`config.mk`:
```
export PLATFORM = sky130hd
export DESIGN_NAME = matmul_systolic_ctrl_flat
export DESIGN_NICKNAME = d
export VERILOG_FILES = /design/src/rtl/matmul_systolic_ctrl_pkg.sv /design/src/rtl/matmul_systolic_ctrl_if.sv /design/src/rtl/matmul_systolic_ctrl_bank.sv /design/src/rtl/matmul_systolic_ctrl.sv /design/src/flat_wrapper.sv
export SDC_FILE = /design/constraint.sdc
export NUM_CORES = 1
export LEC_CHECK = 0
export BUFFER_PORTS_ARGS = -buffer_cell sky130_fd_sc_hd__buf_2
export CAP_MARGIN = 10
export CORE_MARGIN = 1.5
export CORE_UTILIZATION = 54
export DETAILED_ROUTE_END_ITERATION = 6
export GPL_TIMING_DRIVEN = 0
export PLACE_DENSITY = 0.8
export SKIP_CTS_REPAIR_TIMING = 1
export SKIP_LAST_GASP = 1
export SLEW_MARGIN = 20
export SYNTH_ARGS = -nofsm -noshare
export SYNTH_HDL_FRONTEND = slang
export SYNTH_SLANG_ARGS = --single-unit
```
`constraint.sdc`:
```
create_clock -name i_clk -period 3.85 [get_ports i_clk]
set_input_delay 0.77 -clock i_clk [delete_from_list [all_inputs] [get_ports i_clk]]
set_output_delay 0.77 -clock i_clk [all_outputs]
set_load 0.1 [all_outputs]
```
`src/rtl/matmul_systolic_ctrl_pkg.sv`:
```
// matmul_pkg: shared state encoding and width helpers for the systolic matmul controller.
package matmul_pkg;
   typedef enum logic [2:0] {IDLE, LOAD, FEED, DRAIN, OUT} state_t;
   function automatic int clog2w(int n);
      return n > 1 ? $clog2(n) : 1;
   endfunction
   function automatic int acc_w(int dw, int k);
      return 2 * dw + $clog2(k);
   endfunction
endpackage

```
`src/rtl/matmul_systolic_ctrl_if.sv`:
```
// matmul_systolic_ctrl_if: load stream, array drive and result stream of the matmul controller.
interface matmul_systolic_ctrl_if #(
   parameter int DATA_WIDTH = 8,
   parameter int M = 4,
   parameter int N = 4,
   parameter int K = 4,
   parameter int ACC_WIDTH = matmul_pkg::acc_w(DATA_WIDTH, K)
);
   logic                      i_start;
   logic                      i_load_valid;
   logic                      o_load_ready;
   logic [DATA_WIDTH-1:0]     iv_load_data;
   logic                      o_array_clr;
   logic                      o_array_en;
   logic [M*DATA_WIDTH-1:0]   ov_a;
   logic [N*DATA_WIDTH-1:0]   ov_b;
   logic [M*N*ACC_WIDTH-1:0]  iv_c;
   logic [ACC_WIDTH-1:0]      ov_c;
   logic                      o_c_valid;
   logic                      i_c_ready;
   logic                      o_busy;
   logic                      o_done;
   modport slave (
      input  i_start, i_load_valid, iv_load_data, iv_c, i_c_ready,
      output o_load_ready, o_array_clr, o_array_en, ov_a, ov_b, ov_c, o_c_valid, o_busy, o_done
   );
   modport master (
      output i_start, i_load_valid, iv_load_data, iv_c, i_c_ready,
      input  o_load_ready, o_array_clr, o_array_en, ov_a, ov_b, ov_c, o_c_valid, o_busy, o_done
   );
endinterface

```
`src/rtl/matmul_systolic_ctrl_bank.sv`:
```
// operand_bank: 1-write/1-read RAM with a registered read port, one per array lane.
module operand_bank #(
   parameter int DW = 8,
   parameter int DEPTH = 4,
   parameter int AW = 2
) (
   input  logic          i_clk,
   input  logic          we,
   input  logic [AW-1:0] waddr,
   input  logic [DW-1:0] wdata,
   input  logic          re,
   input  logic [AW-1:0] raddr,
   output logic [DW-1:0] rdata
);
   logic [DW-1:0] mem [DEPTH];
   always_ff @(posedge i_clk) begin
      if (we) mem[waddr] <= wdata;
      if (re) rdata <= mem[raddr];
   end
endmodule

```
`src/rtl/matmul_systolic_ctrl.sv`:
```
// matmul_systolic_ctrl: loads A/B into lane banks, feeds them skewed to the array, then streams results.
module matmul_systolic_ctrl
   import matmul_pkg::*;
#(
   parameter int DATA_WIDTH = 8,
   parameter int M = 4,
   parameter int N = 4,
   parameter int K = 4,
   parameter int DRAIN_CYCLES = 2,
   parameter int ACC_WIDTH = acc_w(DATA_WIDTH, K)
) (
   input logic i_clk,
   input logic i_rst_n,
   matmul_systolic_ctrl_if.slave bus
);
   localparam int T = K + M + N - 2;
   localparam int MX0 = T > M * N ? T : M * N;
   localparam int MX = MX0 > DRAIN_CYCLES ? MX0 : DRAIN_CYCLES;
   localparam int CW = clog2w(MX + 1);
   localparam int AW = clog2w(K);
   localparam int LW = clog2w(M + N);

   state_t                state;
   logic [CW-1:0]         cnt, ft;
   logic [AW-1:0]         ld_addr;
   logic [LW-1:0]         ld_lane;
   logic                  ld_fire, ld_last, iss;
   logic [M-1:0]          a_re, a_vld;
   logic [N-1:0]          b_re, b_vld;
   logic [AW-1:0]         a_ra [M];
   logic [AW-1:0]         b_ra [N];
   logic [DATA_WIDTH-1:0] a_rd [M];
   logic [DATA_WIDTH-1:0] b_rd [N];

   // Banks 0..M-1 hold A rows, M..M+N-1 hold B columns; each takes K consecutive words.
   assign ld_fire = bus.i_load_valid && bus.o_load_ready;
   assign ld_last = ld_lane == LW'(M + N - 1) && ld_addr == AW'(K - 1);
   assign bus.o_array_clr = ld_fire && ld_last;
   // Reads run one step ahead of the feed counter: ft is the step whose operands are fetched now.
   assign iss = bus.o_array_clr || (state == FEED && cnt != CW'(T - 1));
   assign ft = state == FEED ? cnt + CW'(1) : '0;

   always_comb begin
      a_re = '0;
      b_re = '0;
      a_ra = '{default: '0};
      b_ra = '{default: '0};
      bus.ov_a = '0;
      bus.ov_b = '0;
      bus.ov_c = '0;
      for (int i = 0; i < M; i++) begin
         a_re[i] = iss && ft >= CW'(i) && ft - CW'(i) < CW'(K);
         a_ra[i] = AW'(ft - CW'(i));
         bus.ov_a[i*DATA_WIDTH +: DATA_WIDTH] = a_vld[i] ? a_rd[i] : '0;
      end
      for (int j = 0; j < N; j++) begin
         b_re[j] = iss && ft >= CW'(j) && ft - CW'(j) < CW'(K);
         b_ra[j] = AW'(ft - CW'(j));
         bus.ov_b[j*DATA_WIDTH +: DATA_WIDTH] = b_vld[j] ? b_rd[j] : '0;
      end
      for (int e = 0; e < M * N; e++)
         if (bus.o_c_valid && cnt == CW'(e)) bus.ov_c = bus.iv_c[e*ACC_WIDTH +: ACC_WIDTH];
   end

   for (genvar i = 0; i < M; i++) begin : g_bank_a
      operand_bank #(.DW(DATA_WIDTH), .DEPTH(K), .AW(AW)) u_bank (
         .i_clk, .we(ld_fire && ld_lane == LW'(i)), .waddr(ld_addr), .wdata(bus.iv_load_data),
         .re(a_re[i]), .raddr(a_ra[i]), .rdata(a_rd[i])
      );
   end
   for (genvar j = 0; j < N; j++) begin : g_bank_b
      operand_bank #(.DW(DATA_WIDTH), .DEPTH(K), .AW(AW)) u_bank (
         .i_clk, .we(ld_fire && ld_lane == LW'(M + j)), .waddr(ld_addr), .wdata(bus.iv_load_data),
         .re(b_re[j]), .raddr(b_ra[j]), .rdata(b_rd[j])
      );
   end

   always_ff @(posedge i_clk or negedge i_rst_n) begin
      if (!i_rst_n) begin
         state <= IDLE;
         cnt <= '0;
         ld_addr <= '0;
         ld_lane <= '0;
         a_vld <= '0;
         b_vld <= '0;
         bus.o_load_ready <= 1'b0;
         bus.o_array_en <= 1'b0;
         bus.o_c_valid <= 1'b0;
         bus.o_busy <= 1'b0;
         bus.o_done <= 1'b0;
      end else begin
         a_vld <= a_re;
         b_vld <= b_re;
         bus.o_done <= 1'b0;
         case (state)
            IDLE: if (bus.i_start && !bus.o_done) begin
               state <= LOAD;
               bus.o_load_ready <= 1'b1;
               bus.o_busy <= 1'b1;
            end
            LOAD: if (ld_fire) begin
               ld_addr <= ld_addr == AW'(K - 1) ? '0 : ld_addr + AW'(1);
               ld_lane <= ld_addr == AW'(K - 1) ? ld_lane + LW'(1) : ld_lane;
               if (ld_last) begin
                  state <= FEED;
                  ld_lane <= '0;
                  bus.o_load_ready <= 1'b0;
                  bus.o_array_en <= 1'b1;
               end
            end
            FEED: begin
               cnt <= cnt == CW'(T - 1) ? '0 : cnt + CW'(1);
               if (cnt == CW'(T - 1)) state <= DRAIN;
            end
            DRAIN: begin
               cnt <= cnt == CW'(DRAIN_CYCLES - 1) ? '0 : cnt + CW'(1);
               if (cnt == CW'(DRAIN_CYCLES - 1)) begin
                  state <= OUT;
                  bus.o_array_en <= 1'b0;
                  bus.o_c_valid <= 1'b1;
               end
            end
            OUT: if (bus.i_c_ready) begin
               cnt <= cnt == CW'(M * N - 1) ? '0 : cnt + CW'(1);
               if (cnt == CW'(M * N - 1)) begin
                  state <= IDLE;
                  bus.o_c_valid <= 1'b0;
                  bus.o_busy <= 1'b0;
                  bus.o_done <= 1'b1;
               end
            end
            default: state <= IDLE;
         endcase
      end
   end
endmodule

```
`src/flat_wrapper.sv`:
```
// flat-port wrapper written by rule: the top's interface ports become plain ports
module matmul_systolic_ctrl_flat import matmul_pkg::*;
#(
   parameter int DATA_WIDTH = 8,
   parameter int M = 4,
   parameter int N = 4,
   parameter int K = 4,
   parameter int DRAIN_CYCLES = 2,
   parameter int ACC_WIDTH = acc_w(DATA_WIDTH, K)
)
  (i_clk, i_rst_n, bus_i_start, bus_i_load_valid, bus_iv_load_data, bus_iv_c, bus_i_c_ready, bus_o_load_ready, bus_o_array_clr, bus_o_array_en, bus_ov_a, bus_ov_b, bus_ov_c, bus_o_c_valid, bus_o_busy, bus_o_done);
  matmul_systolic_ctrl_if #(.DATA_WIDTH(DATA_WIDTH), .M(M), .N(N), .K(K), .ACC_WIDTH(ACC_WIDTH)) bus_i ();
  input logic i_clk;
  input logic i_rst_n;
  input wire logic [$bits(bus_i.i_start)-1:0] bus_i_start;
  input wire logic [$bits(bus_i.i_load_valid)-1:0] bus_i_load_valid;
  input wire logic [$bits(bus_i.iv_load_data)-1:0] bus_iv_load_data;
  input wire logic [$bits(bus_i.iv_c)-1:0] bus_iv_c;
  input wire logic [$bits(bus_i.i_c_ready)-1:0] bus_i_c_ready;
  output wire logic [$bits(bus_i.o_load_ready)-1:0] bus_o_load_ready;
  output wire logic [$bits(bus_i.o_array_clr)-1:0] bus_o_array_clr;
  output wire logic [$bits(bus_i.o_array_en)-1:0] bus_o_array_en;
  output wire logic [$bits(bus_i.ov_a)-1:0] bus_ov_a;
  output wire logic [$bits(bus_i.ov_b)-1:0] bus_ov_b;
  output wire logic [$bits(bus_i.ov_c)-1:0] bus_ov_c;
  output wire logic [$bits(bus_i.o_c_valid)-1:0] bus_o_c_valid;
  output wire logic [$bits(bus_i.o_busy)-1:0] bus_o_busy;
  output wire logic [$bits(bus_i.o_done)-1:0] bus_o_done;
  assign bus_i.i_start = bus_i_start;
  assign bus_i.i_load_valid = bus_i_load_valid;
  assign bus_i.iv_load_data = bus_iv_load_data;
  assign bus_i.iv_c = bus_iv_c;
  assign bus_i.i_c_ready = bus_i_c_ready;
  assign bus_o_load_ready = bus_i.o_load_ready;
  assign bus_o_array_clr = bus_i.o_array_clr;
  assign bus_o_array_en = bus_i.o_array_en;
  assign bus_ov_a = bus_i.ov_a;
  assign bus_ov_b = bus_i.ov_b;
  assign bus_ov_c = bus_i.ov_c;
  assign bus_o_c_valid = bus_i.o_c_valid;
  assign bus_o_busy = bus_i.o_busy;
  assign bus_o_done = bus_i.o_done;
  matmul_systolic_ctrl #(.DATA_WIDTH(DATA_WIDTH), .M(M), .N(N), .K(K), .DRAIN_CYCLES(DRAIN_CYCLES), .ACC_WIDTH(ACC_WIDTH)) u_core (.i_clk(i_clk), .i_rst_n(i_rst_n), .bus(bus_i));
endmodule
```
Word level (Yosys, flattened, before mapping)
Memories as Yosys holds them, arrays and structs flattened. A register that Yosys moved wholly into a read port is not among the register bits.
Cells that the tools add are included.
Operators by class
  add/subtract/negate cells: 6
  order comparisons: 8
  equal/unequal tests: 35
  muxes and demuxes: 73
  reductions and logical operators: 56
Operators by type and width (number)
  18-bit two-way mux: 16
  8-bit two-way mux: 8
  5-bit by 4-bit == test with 1-bit output (second input constant): 8
  1-bit logical AND: 37
  1-bit two-way mux: 28
  3-bit two-way mux: 9
  5-bit two-way mux: 5
  5-bit by 3-bit == test with 1-bit output (second input constant): 4
  5-bit by 3-bit < comparator with 1-bit output (second input constant): 4
  4-bit AND reduction: 4
  3-bit == test (second input constant): 5
  3-bit one-hot mux with 5 select lines: 1
  5-bit one-hot mux with 3 select lines: 1
  3-bit by 2-bit == test with 1-bit output (second input constant): 4
  5-bit by 2-bit == test with 1-bit output (second input constant): 2
  5-bit by 1-bit greater-or-equal comparator with 1-bit output (second input constant): 2
  5-bit by 2-bit greater-or-equal comparator with 1-bit output (second input constant): 2
  2-bit by 1-bit != test with 1-bit output (second input constant): 5
  2-bit nonzero test: 5
  5-bit by 2-bit subtractor with 5-bit output (second input constant): 2
  1-bit one-hot mux with 2 select lines: 4
  7-bit AND reduction: 1
  3-bit by 1-bit == test with 1-bit output (second input constant): 2
  3-bit logical NOT: 2
  15 further kinds: 17
Word-level totals
  register bits after elaboration: 22
  RAM bits: 256
  output and inout bits: 88
  logic and storage cells: 196
  memories: 8
Memories
  u_core.g_bank_a[0].u_bank.mem: words 4, bits a word 8, rd ports 1, clocked after memory_dff 1, wr ports 1, line matmul_systolic_ctrl_bank.sv:15  | logic [DW-1:0] mem [DEPTH];
  u_core.g_bank_a[1].u_bank.mem: words 4, bits a word 8, rd ports 1, clocked after memory_dff 1, wr ports 1, line matmul_systolic_ctrl_bank.sv:15
  u_core.g_bank_a[2].u_bank.mem: words 4, bits a word 8, rd ports 1, clocked after memory_dff 1, wr ports 1, line matmul_systolic_ctrl_bank.sv:15
  u_core.g_bank_a[3].u_bank.mem: words 4, bits a word 8, rd ports 1, clocked after memory_dff 1, wr ports 1, line matmul_systolic_ctrl_bank.sv:15
  u_core.g_bank_b[0].u_bank.mem: words 4, bits a word 8, rd ports 1, clocked after memory_dff 1, wr ports 1, line matmul_systolic_ctrl_bank.sv:15
  u_core.g_bank_b[1].u_bank.mem: words 4, bits a word 8, rd ports 1, clocked after memory_dff 1, wr ports 1, line matmul_systolic_ctrl_bank.sv:15
  +2 memories

Logic depth before layout (Yosys ltp)
Gate-level depths: netlist of the first run.
  depth after elaboration: 18
  gate-level depth with buffers: 11

By module
A second synthesis of the first run with hierarchy kept.
Second synthesis, totals
  cells, all modules: 1173
  area total of the unflattened synthesis: 16509.6 sq um
By module, submodules not included
  operand_bank: times used 8, cells each 54, area each 1428.9 sq um, seq. area each 1201.2 sq um
  matmul_systolic_ctrl: times used 1, cells each 741, area each 5078.6 sq um, seq. area each 550.5 sq um

Worst setup path before layout of the first run
OpenSTA, ideal clock, no wires.
  kind: register to output
  from: register u_core.bus.o_c_valid
  to: output port bus_ov_c[6]
  arrival: 4490 ps
  data required time: 3080 ps
  path slack: -1410 ps
  stages on the path, launching flop included: 8
  buffers on the path: 1
  cells stage by stage: dfrtp_1 nand3b_1 nor2_2 buf_2 nor3_1 nor3_1 o311ai_0 o21ai_0
On the way
  word-level cells in the longest chain between the ends: 17
  elaborated cells on any way between the ends: 32
Ends and longest elaborated chain
  start, declared: line matmul_systolic_ctrl_if.sv:25  | output o_load_ready, o_array_clr, o_array_en, ov_a, ov_b, ov_c, o_c_valid, o_busy, o_done
  start signal, assigned: line matmul_systolic_ctrl.sv:88  | bus.o_c_valid <= 1'b0;
  start signal, assigned: line matmul_systolic_ctrl.sv:120  | bus.o_c_valid <= 1'b1;
  start signal, assigned: line matmul_systolic_ctrl.sv:127  | bus.o_c_valid <= 1'b0;
  1-bit logical AND: line matmul_systolic_ctrl.sv:62  | if (bus.o_c_valid && cnt == CW'(e)) bus.ov_c = bus.iv_c[e*ACC_WIDTH +: ACC_WIDTH];
  18-bit two-way mux (15 in a row): line matmul_systolic_ctrl.sv:62
  18-bit two-way mux *: line matmul_systolic_ctrl.sv:62
  end, declared: line flat_wrapper.sv:25  | output wire logic [$bits(bus_i.ov_c)-1:0] bus_ov_c;
Every way passes the cells marked *; elsewhere a longest branch is shown, timed or not.

Worst setup path after layout of the first run
  from: register u_core.cnt[3]
  to: output port bus_ov_c[3]
On the way
  word-level cells in the longest chain between the ends: 18
  elaborated cells on any way between the ends: 48
Ends and longest elaborated chain
  start, declared: line matmul_systolic_ctrl.sv:24  | logic [CW-1:0] cnt, ft;
  start signal, assigned: line matmul_systolic_ctrl.sv:112  | cnt <= cnt == CW'(T - 1) ? '0 : cnt + CW'(1);
  start signal, assigned: line matmul_systolic_ctrl.sv:116  | cnt <= cnt == CW'(DRAIN_CYCLES - 1) ? '0 : cnt + CW'(1);
  start signal, assigned: line matmul_systolic_ctrl.sv:124  | cnt <= cnt == CW'(M * N - 1) ? '0 : cnt + CW'(1);
  5-bit logical NOT: line matmul_systolic_ctrl.sv:62
  1-bit logical AND: line matmul_systolic_ctrl.sv:62
  18-bit two-way mux (15 in a row): line matmul_systolic_ctrl.sv:62
  18-bit two-way mux *: line matmul_systolic_ctrl.sv:62
Marks and branches as above.

==> metrics.md, run 1 <==
| Metric | Value |
|---|---|
| Worst-path clk slew | `0.06 ns` |
| Commonest non-fill, non-tap cell in the layout | `buf_2` |
| Flop and latch count out of synthesis | `about 340` |
| Crit path cell chain | `buf_6 > or4b_4 > nor2_4 > buf_4 > a221oi_1 > o31ai_4 > a31oi_4 > o22ai_2 > buf_4` |
| Avg Vias per Cell | `6.72` |
| Critical Path Source | `u_core.cnt[3]$_DFFE_PN0P_` |
| CTS tree | `done` |
| Relative slew margins | `0.263` |
| Worst-margin pin slew | `approximately 1.1 ns` |
| Dpl hpwl | `50.4 mm` |
| CP endpoint | `bus_ov_c[3]` |
| Post-synthesis cell type count | `71` |
| Detail Route Antenna Nets | `0` |
| Depth of the worst register-to-register path | `7` |
| Vias in the first global route | `13841` |
| Io pins | `389` |
| Gr usage total | `0.440` |
| CP max-delay cell | `or4b_4` |
| Share of cells above drive strength 1 | `0.381` |
| Total power | `~13 mW` |
| Synth warn | `0` |
| Final Core Density | `0.719` |
| CORE AREA | `0.0296 mm²` |
| Synth Cell Area | `0.0163 mm²` |
| RR Startpoint | `u_core.ld_lane[0]$_DFFE_PN0P_` |
| H-Tree Depth | `1` |
| Initial antenna violation count | `14` |
| Cell count after synthesis | `1291` |
| Power per Cell Area | `roughly 630 mW/mm²` |
| First-pass GRT wire length | `96.4 mm` |
| Die width | `177 µm` |
| Routed WL | `70.1 mm` |
| FMAX | `between 0.2 and 0.25 GHz` |
| Synthesis-to-layout area growth | `30.8%` |
| Period minus WS final | `~4.1 ns` |
| CP max FO | `5` |
| Cell internal pwr | `7.91 mW` |
| Worst Hold Class | `in -> async` |
| RR Endpoint | `u_core.g_bank_a[0].u_bank.rdata[3]$_DFFE_PP_` |
| Worst EP required | `3.08 ns` |
| # setup viols final | `17` |
| Combinational Power Share | `0.434` |
| DRC viols | `0` |
| FP Rows | `63` |
| Sw Ratio | `0.406` |
| Most used DFF post-synth | `edfxtp_1` |
| WL per Instance | `about 32 µm` |
| Slew Limit Fails | `0` |
| Crit. End Element | `primary output` |
| Die area | `roughly 0.031 mm²` |
| Asr flop ratio synth | `0.0643` |
| R2R setup slack | `around 0.14 ns` |
| Largest net degree at the start of global routing | `33` |
| Post-synth EDFFs | `320` |
| Grt ovf | `0` |
| Clock network fraction of total power | `0.236` |
| Outcome | `finished with violations` |
| Sequential area share after synthesis | `0.623` |
| Worst path most repeated cell | `buf_4` |
| VDD IR max | `~0.00064 V` |
| Worst Path Arrival | `3.36 ns` |
| Total vias in the final route | `14635` |
| Placer Congestion | `1.06` |
| Setup TNS | `-2.46 ns` |
| Failing checks | `negative setup slack` |
| Clock skew | `around 0.03 ns` |
| CP max stage delay | `0.56 ns` |
| Drt first pass iters | `5` |
| Syn avg cell area | `12.6 µm²` |
| Yosys top cell by area | `edfxtp_1` |
| Clk buf depth | `3` |
| Slack of the critical path | `-0.282 ns` |
| Die Ht | `177 µm` |
| RSZ-0062 raised after global routing | `yes` |
| Synth top area share | `0.590` |
| Initial DRC count | `1983` |
| Port buffer count | `388` |
| Most frequent cells in the layout | `buf_2, edfxtp_1, nand2_1` |
| Psw | `around 5.4 mW` |
| Clock Latency Late Sink | `about 0.6 ns` |
| P_leak | `7.96 nW` |
| Final-report hold violation count | `0` |
| Max_cap viols | `0` |
| Syn Nets | `1613` |
| Critical path class | `reg -> out` |
| Seq pwr share | `0.330` |
| Cts bufs inserted | `31` |
| Initial Util | `0.550` |
| Root buffer cell | `clkbuf_16` |
| Final period utilization | `1.07` |
| Clock Sinks | `between 300 and 400` |
| Ranking of synthesized cells by area | `edfxtp_1, mux4_2, dfrtp_1` |
| Nets | `2070` |
| Crit start category | `flop` |
-- synthesized netlist by cell type, drive strengths merged, types with 26 or more instances --
| cell | n |
|---|---|
| a22oi | 28 |
| nor2b | 38 |
| mux4 | 32 |
| clkbuf | 55 |
| o22ai | 35 |
| nand2 | 134 |
| nor3 | 45 |
| and2 | 82 |
| nor2 | 66 |
| edfxtp | 320 |
| o21ai | 54 |
| a211oi | 41 |
| buf | 26 |
| a21oi | 40 |
| a31oi | 49 |
-- registers in the layout, summed over array words and instances (netlist names), 2 cells and up --
| signal | flops |
|---|---|
| u_core.ld_addr | 2 |
| u_core.g_bank_a.u_bank.rdata | 32 |
| u_core.a_vld | 4 |
| u_core.cnt | 5 |
| u_core.ld_lane | 3 |
| u_core.state | 3 |
| u_core.g_bank_a.u_bank.mem | 128 |
| u_core.g_bank_b.u_bank.mem | 128 |
| u_core.g_bank_b.u_bank.rdata | 32 |
-- kinds of logic (layout without fill, tap and decap cells) --
kind of cell    after synthesis  in the layout  share of synthesized area
compound gates              334            334                      0.141
xor+xnor                      6              6                    0.00322
fa+ha+maj                    21             21                     0.0161
buf+inv                      97            579                     0.0256
flops                       342            342                      0.623
mux                          35             35                     0.0462
other cells                   0             15                          0
simple gates                456            456                      0.145
-- worst min path at each step --
stage | startpoint | to | cells past startpoint
4_1_cts | i_rst_n | u_core.ld_addr[1]$_DFFE_PN0P_ | 1
2_1_floorplan | i_rst_n | u_core.a_vld[0]$_DFF_PN0_ | 0
5_1_grt | i_rst_n | u_core.a_vld[2]$_DFF_PN0_ | 1
6_report | i_rst_n | u_core.a_vld[2]$_DFF_PN0_ | 1
3_3_place_gp | u_core.ld_lane[2]$_DFFE_PN0P_ | u_core.ld_lane[2]$_DFFE_PN0P_ | 2
3_5_place_dp | u_core.bus.o_array_en$_DFFE_PN0P_ | u_core.bus.o_array_en$_DFFE_PN0P_ | 2
-- worst max-delay path: cells and delay by family (launching register included) --
| family | cells | cell delay, ns |
|---|---|---|
| DFF | 1 | 0.43 |
| and+or+nand+nor | 2 | 0.76 |
| AOI/OAI and AO/OA | 4 | 0.95 |
| buffers and inverters | 3 | 0.65 |
-- power by group through the flow --
stage | sequential (mW) | combinational [mW] | clock, mW
final | 4.40 | 5.79 | 3.14
after global routing | 4.40 | 5.93 | 3.25
after CTS | 4.38 | 4.59 | 3.12
after detailed placement | 4.44 | 4.52 | 0
after global placement | 4.42 | 4.44 | 0
after floorplan | 4.43 | 3.18 | 0
-- layer usage --
metal / routed length, µm / vias to the layer above / global-route usage
li1: - / 5953 / -
met5: 24 / - / 0
met4: 4400 / 4 / 0.213
met2: 33200 / 1307 / 0.722
met3: 8850 / 259 / 0.116
met1: 23600 / 7112 / 0.542
-- through the flow --
| step | setup slack [ns] | hold slack, ns | instance area [µm²] | cells |
|---|---|---|---|---|
| 6_report | -0.282 | 0.195 | 21300 | 2178 |
| 3_5_place_dp | -0.824 | 0.497 | 18900 | 2071 |
| 4_1_cts | -1.44 | 0.200 | 19900 | 2129 |
| 5_1_grt | -0.361 | 0.213 | 21300 | 2167 |
| 2_1_floorplan | -0.0325 | 0.474 | 16400 | 1291 |
| 3_3_place_gp | -0.768 | 0.490 | 18900 | 2069 |
-- layout make-up --
type | instances | area (µm²)
Fill cell | 1931 | 8330
Clock buffer | 44 | 855
Sequential cell | 342 | 10200
Clock inverter | 14 | 168
Antenna cell | 15 | 37.5
Timing Repair Buffer | 428 | 2520
Buffer | 77 | 459
Tap cell | 390 | 488
Multi-Input combinational cell | 852 | 6560
Inverter | 16 | 60.1
(Power assumes the default switching activity.)
==> inputs of run 2 (changes only) <==
--- a/config.mk
+++ b/config.mk
@@ -12,7 +12,6 @@
 export DETAILED_ROUTE_END_ITERATION = 6
 export GPL_TIMING_DRIVEN = 0
 export PLACE_DENSITY = 0.8
-export SKIP_CTS_REPAIR_TIMING = 1
 export SKIP_LAST_GASP = 1
 export SLEW_MARGIN = 20
 export SYNTH_ARGS = -nofsm -noshare
==> run 2 against run 1 <==
Effect of this change: the flow still finishes with violations (negative setup slack); setup slack improved by 0.18 ns; clock skew fell by 0.0013 ns; maximum frequency rose by 4.6%; total power rose by 1.1%; sequential power barely moved; first-iteration DRC count fell by 1.4%; non-clock buffer count rose by 13; register-to-register slack improved by 0.06 ns; worst hold slack improved by 0.0034 ns; critical path type unchanged; critical endpoint is now bus_ov_c[1]; largest power group unchanged.
==> metrics.md, run 2 (synthesis results as in run 1) <==
| Metric | Value |
|---|---|
| Outcome | `finished with violations` |
| Failing checks | `negative setup slack` |
| WL per Instance | `32.2 µm` |
| CTS Hold Buffers Added | `0` |
| R2R setup slack | `0.20 ns` |
| Worst Hold Class | `in -> async` |
| Clock Latency Late Sink | `0.58 ns` |
| Initial DRC count | `1955` |
| Drt first pass iters | `6` |
| Seq pwr share | `0.327` |
| Depth of the worst register-to-register path | `8` |
| RR Startpoint | `u_core.state[1]$_DFFE_PN0P_` |
| Setup TNS | `-0.461 ns` |
| Nets | `2083` |
| Total power | `13.5 mW` |
| Clk buf depth | `3` |
| Cell internal pwr | `around 8.0 mW` |
| Crit start category | `flop` |
| Final-report hold violation count | `0` |
| Initial Util | `0.550` |
| P_leak | `8.09 nW` |
| WHS | `0.198 ns` |
| DRC viols | `0` |
| Die Ht | `about 180 µm` |
| H-Tree Depth | `1` |
| Worst EP required | `3.08 ns` |
| Placer Congestion | `around 1.1` |
| Commonest non-fill, non-tap cell in the layout | `buf_2` |
| Non-Filler Instances | `2186` |
| Clock Sinks | `roughly 340` |
| Met3 Usage GRT | `0.143` |
| Sw Ratio | `0.405` |
| CTS tree | `done` |
| Dpl hpwl | `between 50 and 60 mm` |
| Met1 GRT Util | `0.532` |
| Root buffer cell | `clkbuf_16` |
| Relative slew margins | `0.274` |
| Slack of the critical path | `-0.101 ns` |
| RR Endpoint | `u_core.g_bank_a[1].u_bank.rdata[4]$_DFFE_PP_` |
| FP Rows | `between 60 and 70` |
| Power per Cell Area | `approximately 630 mW/mm²` |
| RSZ-0062 raised after global routing | `yes` |
| Routed WL | `70.4 mm` |
| Detail Route Antenna Nets | `0` |
| Post-placement cell count | `roughly 2100` |
| Period minus WS final | `3.95 ns` |
| Final period utilization | `1.03` |
| Initial antenna violation count | `15` |
| Vias in the first global route | `14267` |
| Grt ovf | `0` |
| First-pass GRT wire length | `98.5 mm` |
| Share of cells above drive strength 1 | `0.390` |
| Critical path class | `reg -> out` |
| Psw | `5.45 mW` |
| Synthesis-to-layout area growth | `32.1%` |
| CP max FO | `5` |
| VDD IR max | `roughly 0.00054 V` |
| Worst-path clk slew | `0.06 ns` |
| # setup viols final | `13` |
| Die area | `0.0312 mm²` |
| FMAX | `approximately 0.25 GHz` |
| Cts bufs inserted | `31` |
| Most frequent cells in the layout | `buf_2, edfxtp_1, nand2_1` |
| Top flop regs | `u_core.g_bank_a.u_bank.mem x128, u_core.g_bank_b.u_bank.mem x128` |
| Io pins | `389` |
| Max_cap viols | `0` |
| Crit. End Element | `primary output` |
| Global route hottest layer | `met2` |
| Clock skew | `0.0294 ns` |
| Final Core Density | `0.727` |
| Total vias in the final route | `roughly 15000` |
| Combinational Power Share | `0.441` |
| Worst Path Arrival | `3.18 ns` |
| Met2 Usage GRT | `0.730` |
| Clock network fraction of total power | `0.233` |
| Worst-margin pin slew | `1.08 ns` |
| Gr usage total | `0.448` |
| Avg Vias per Cell | `6.69` |
| Die width | `177 µm` |
| CORE AREA | `0.0296 mm²` |
| Port buffer count | `388` |
| Slew Limit Fails | `0` |
| Largest net degree at the start of global routing | `33` |
-- run 2: cell types whose count changed in the layout (fill, tap and decap cells not counted), moves of 3 or more --
cell | previous run | this run
clkbuf_8 | 3 | 8
diode_2 | 15 | 10
nor3_2 | 15 | 12
buf_6 | 13 | 17
buf_4 | 46 | 56
buf_12 | 18 | 14
o21ai_2 | 4 | 7
a221oi_4 | 1 | 4
clkbuf_4 | 9 | 5
-- run 2: cell type report --
type | count | area [µm²]
antenna | 10 | 25.0
buffer | 77 | 539
clock buffer | 44 | 855
clock inverter | 14 | 168
fill | 1907 | 8100
inverter | 16 | 65.1
multi-input combinational | 852 | 6640
sequential | 342 | 10200
tap | 390 | 488
timing repair buffer | 441 | 2590
-- run 2: how the worst max path moves through the flow --
| stage | from | end | slack [ns] | cells past startpoint |
|---|---|---|---|---|
| floorplan | u_core.bus.o_c_valid$_DFFE_PN0P_ | bus_ov_c[5] | -0.03 | 8 |
| global placement | u_core.cnt[0]$_DFFE_PN0P_ | bus_ov_c[14] | -0.77 | 11 |
| detailed placement | u_core.cnt[0]$_DFFE_PN0P_ | bus_ov_c[14] | -0.82 | 11 |
| CTS | u_core.cnt[0]$_DFFE_PN0P_ | bus_ov_c[16] | -0.06 | 10 |
| global route | u_core.cnt[2]$_DFFE_PN0P_ | bus_ov_c[1] | -0.13 | 9 |
| finish | u_core.cnt[2]$_DFFE_PN0P_ | bus_ov_c[1] | -0.10 | 9 |
-- run 2: through the flow --
stage | area, µm² | setup slack (ns)
5_1_grt | 21500 | -0.127
3_5_place_dp | 18900 | -0.824
3_3_place_gp | 18900 | -0.768
2_1_floorplan | 16400 | -0.0325
4_1_cts | 21100 | -0.0642
6_report | 21500 | -0.101
-- run 2: critical path, stage by stage, from the launching register on --
cell and delay [ns]:
dfrtp_1 0.41, buf_6 0.14, or4b_4 0.56, nor2_4 0.18, buf_4 0.14, a221oi_2 0.04
or3_1 0.43, a21o_1 0.24, a31oi_4 0.23, buf_6 0.26
-- run 2: power by group through the flow --
stage | registers (mW) | logic (mW) | clock network (mW)
2_1_floorplan | 4.43 | 3.18 | 0
3_3_place_gp | 4.42 | 4.44 | 0
3_5_place_dp | 4.44 | 4.52 | 0
4_1_cts | 4.38 | 5.60 | 3.12
5_1_grt | 4.40 | 6.06 | 3.25
6_report | 4.40 | 5.94 | 3.13
-- run 2: layer usage --
layer / vias up / routed length [µm]
li1: 5979 / -
met1: 7105 / 24000
met2: 1300 / 33600
met3: 234 / 8500
met4: 10 / 4140
met5: - / 68
-- run 2: what timing repair did --
action,CTS,global route
cloned,1,0
endpoints found under the hold margin,0,0
endpoints found under the setup margin,18,42
resized for setup,241,68
pin swaps,34,30
buffers inserted,34,16
==> inputs of run 3 (changes only) <==
--- a/config.mk
+++ b/config.mk
@@ -12,6 +12,7 @@
 export DETAILED_ROUTE_END_ITERATION = 6
 export GPL_TIMING_DRIVEN = 0
 export PLACE_DENSITY = 0.8
+export SETUP_SLACK_MARGIN = 0.02
 export SKIP_LAST_GASP = 1
 export SLEW_MARGIN = 20
 export SYNTH_ARGS = -nofsm -noshare
==> constraint.sdc (replaced) <==
create_clock -name i_clk -period 3.85 [get_ports i_clk]
set_input_delay 0.385 -clock i_clk [delete_from_list [all_inputs] [get_ports i_clk]]
set_output_delay 0.385 -clock i_clk [all_outputs]
set_load 0.1 [all_outputs]
==> run 3 against run 2 <==
Effect of this change: the flow now finishes without violations; register-to-register slack worse by 0.03 ns; design area shrank 4.1%; core utilization shrank 3.0 points; final cell count is 1.3% lower; sequential share of layout area grew 2.0 points; setup slack better by 0.16 ns; worst hold slack got worse by 0.028 ns; critical path type unchanged; largest cell class unchanged.
==> metrics.md, run 3 (synthesis results as in run 1) <==
| Metric | Value |
|---|---|
| Outcome | `finished clean` |
| FP Rows | `63` |
| Most frequent cells in the layout | `buf_2, edfxtp_1, nand2_1` |
| Largest delay share family, worst path | `compound AO/OA/AOI/OAI gates` |
| Max_cap viols | `0` |
| Hold depth | `3` |
| # setup viols final | `0` |
| CTS tree | `done` |
| Cts bufs inserted | `30` |
| Placed inst area | `0.0189 mm²` |
| Initial Util | `0.550` |
| P_leak | `7.71 nW` |
| VDD IR max | `0.000734 V` |
| Synthesis-to-layout area growth | `26.7%` |
| Clock skew | `0.0326 ns` |
| Io pins | `389` |
| Pre-CTS WS | `-0.480 ns` |
| Largest net degree at the start of global routing | `33` |
| Clock Sinks | `between 300 and 400` |
| Gr usage total | `0.434` |
| Final period utilization | `0.986` |
| RSZ-0062 raised after global routing | `yes` |
| Initial antenna violation count | `14` |
| CP Depth | `10` |
| Slew Limit Fails | `0` |
| Worst Path Arrival | `3.41 ns` |
| Final instance area | `0.0206 mm²` |
| FMAX | `0.264 GHz` |
| Drt first pass iters | `6` |
| Die width | `177 µm` |
| CP max-delay cell | `a222oi_1` |
| Depth of the worst register-to-register path | `7` |
| CP max FO | `10` |
| Final Core Density | `0.697` |
| Global route hottest layer | `met2` |
| Share of cells above drive strength 1 | `0.352` |
| Clock Latency Late Sink | `slightly below 0.6 ns` |
| Worst-margin pin slew | `0.946 ns` |
| Crit start category | `flop` |
| Vias in the first global route | `between 10000 and 15000` |
| Worst Hold Class | `in -> reg` |
| Die area | `0.0312 mm²` |
| Clk buf depth | `3` |
| Post-placement cell count | `2073` |
| Met1 GRT Util | `0.543` |
| Worst EP required | `3.46 ns` |
| Worst-path clk slew | `0.07 ns` |
| CP max stage delay | `roughly 0.47 ns` |
| Dpl hpwl | `approximately 50 mm` |
| Commonest non-fill, non-tap cell in the layout | `buf_2` |
| Crit. End Element | `primary output` |
| WL per Instance | `31.6 µm` |
| First-pass GRT wire length | `95.0 mm` |
| Non-Filler Instances | `2158` |
| Total vias in the final route | `roughly 14000` |
| H-Tree Depth | `1` |
| Initial DRC count | `1989` |
| DRC viols | `0` |
| CORE AREA | `between 0.02 and 0.03 mm²` |
| Grt ovf | `0` |
| Placer Congestion | `~1.1` |
| Nets | `2053` |
| Power per Cell Area | `around 620 mW/mm²` |
| Root buffer cell | `clkbuf_16` |
| Detail Route Antenna Nets | `0` |
| Met3 Usage GRT | `0.105` |
| Relative slew margins | `0.369` |
| Critical path class | `reg -> out` |
| Port buffer count | `388` |
| Final-report hold violation count | `0` |
| Met2 Usage GRT | `0.713` |
| Period minus WS final | `3.79 ns` |
| Slack of the critical path | `0.0557 ns` |
| Top flop regs | `u_core.g_bank_a.u_bank.mem x128, u_core.g_bank_b.u_bank.mem x128` |
| Routed WL | `68.1 mm` |
| WP buf/inv | `4` |
| Die Ht | `177 µm` |
| Crit path cell chain | `buf_6 > buf_2 > clkbuf_4 > and2_1 > o211ai_1 > o21ai_0 > a221o_1 > a222oi_1 > o21ai_2 > buf_12` |
| Avg Vias per Cell | `about 6.6` |
[run 3: cell types whose count changed in the layout (fill, tap and decap cells not counted), moves of 5 or more]
cell      previous run  this run
buf_2              374       382
buf_12              14         6
o21ai_0             34        43
clkinv_2             2         9
buf_6               17        12
buf_4               56        29
nor3_1              28        35
a221oi_1             5        11
clkbuf_8             8         2
o21ai_1             13         8
[run 3: metal layers]
layer  vias to the layer above  wire length (µm)  share of wire
met3                       192              8200           0.12
met4                         8              3720          0.055
met5                         -               118         0.0017
met2                      1158             32400           0.48
li1                       5914                 -              -
met1                      6869             23600           0.35
[run 3: area by class of cell]
cell class / instances / area [µm²]
Clock buffer: 35 / 790
Antenna cell: 13 / 32.5
Tap cell: 390 / 488
Buffer: 78 / 407
Clock inverter: 21 / 188
Multi-Input combinational cell: 852 / 6240
Sequential cell: 342 / 10200
Inverter: 16 / 60.1
Fill cell: 2064 / 8990
Timing Repair Buffer: 411 / 2290
[run 3: where the power goes]
part	total (mW)	switching [mW]	internal, mW
Clock	2.98	1.36	1.62
Combinational	5.44	3.85	1.59
Sequential	4.38	0.101	4.28
[run 3: repair_timing]
item,4_1_cts,5_1_grt
endpoints found under the setup margin,18,18
pin swaps,11,8
resized for setup,103,68
hold buffers,1,0
buffers inserted,12,6
endpoints found under the hold margin,22,0
[run 3: path summary, 6_finish.rpt]
path	from	end	slack [ns]
max in group asynchronous	i_rst_n	u_core.cnt[0]$_DFFE_PN0P_	3.03
min in group asynchronous	i_rst_n	u_core.a_vld[2]$_DFF_PN0_	0.37
setup / recovery	u_core.cnt[3]$_DFFE_PN0P_	bus_ov_c[6]	0.06
hold reg to reg	u_core.bus.o_busy$_DFFE_PN0P_	u_core.bus.o_busy$_DFFE_PN0P_	0.54
setup reg to reg	u_core.state[2]$_DFFE_PN0P_	u_core.g_bank_b[1].u_bank.rdata[1]$_DFFE_PP_	0.17
hold / removal	bus_i_c_ready	u_core.state[2]$_DFFE_PN0P_	0.17
[run 3: worst min-delay path: stages]
cell,delay (ns)
buf_2,0.12
nand2_1,0.06
a31o_2,0.15
[run 3: metrics by stage]
| stage | hold WS [ns] | total power, mW | setup TNS (ns) |
|---|---|---|---|
| 3_3_place_gp | 0.411 | 8.88 | -17.65 |
| 4_1_cts | 0.163 | 12.5 | -0.209 |
| 2_1_floorplan | 0.0894 | 7.54 | -0.278 |
| 6_report | 0.170 | 12.8 | 0 |
| 3_5_place_dp | 0.414 | 8.97 | -1.93 |
| 5_1_grt | 0.181 | 13.1 | -0.0130 |
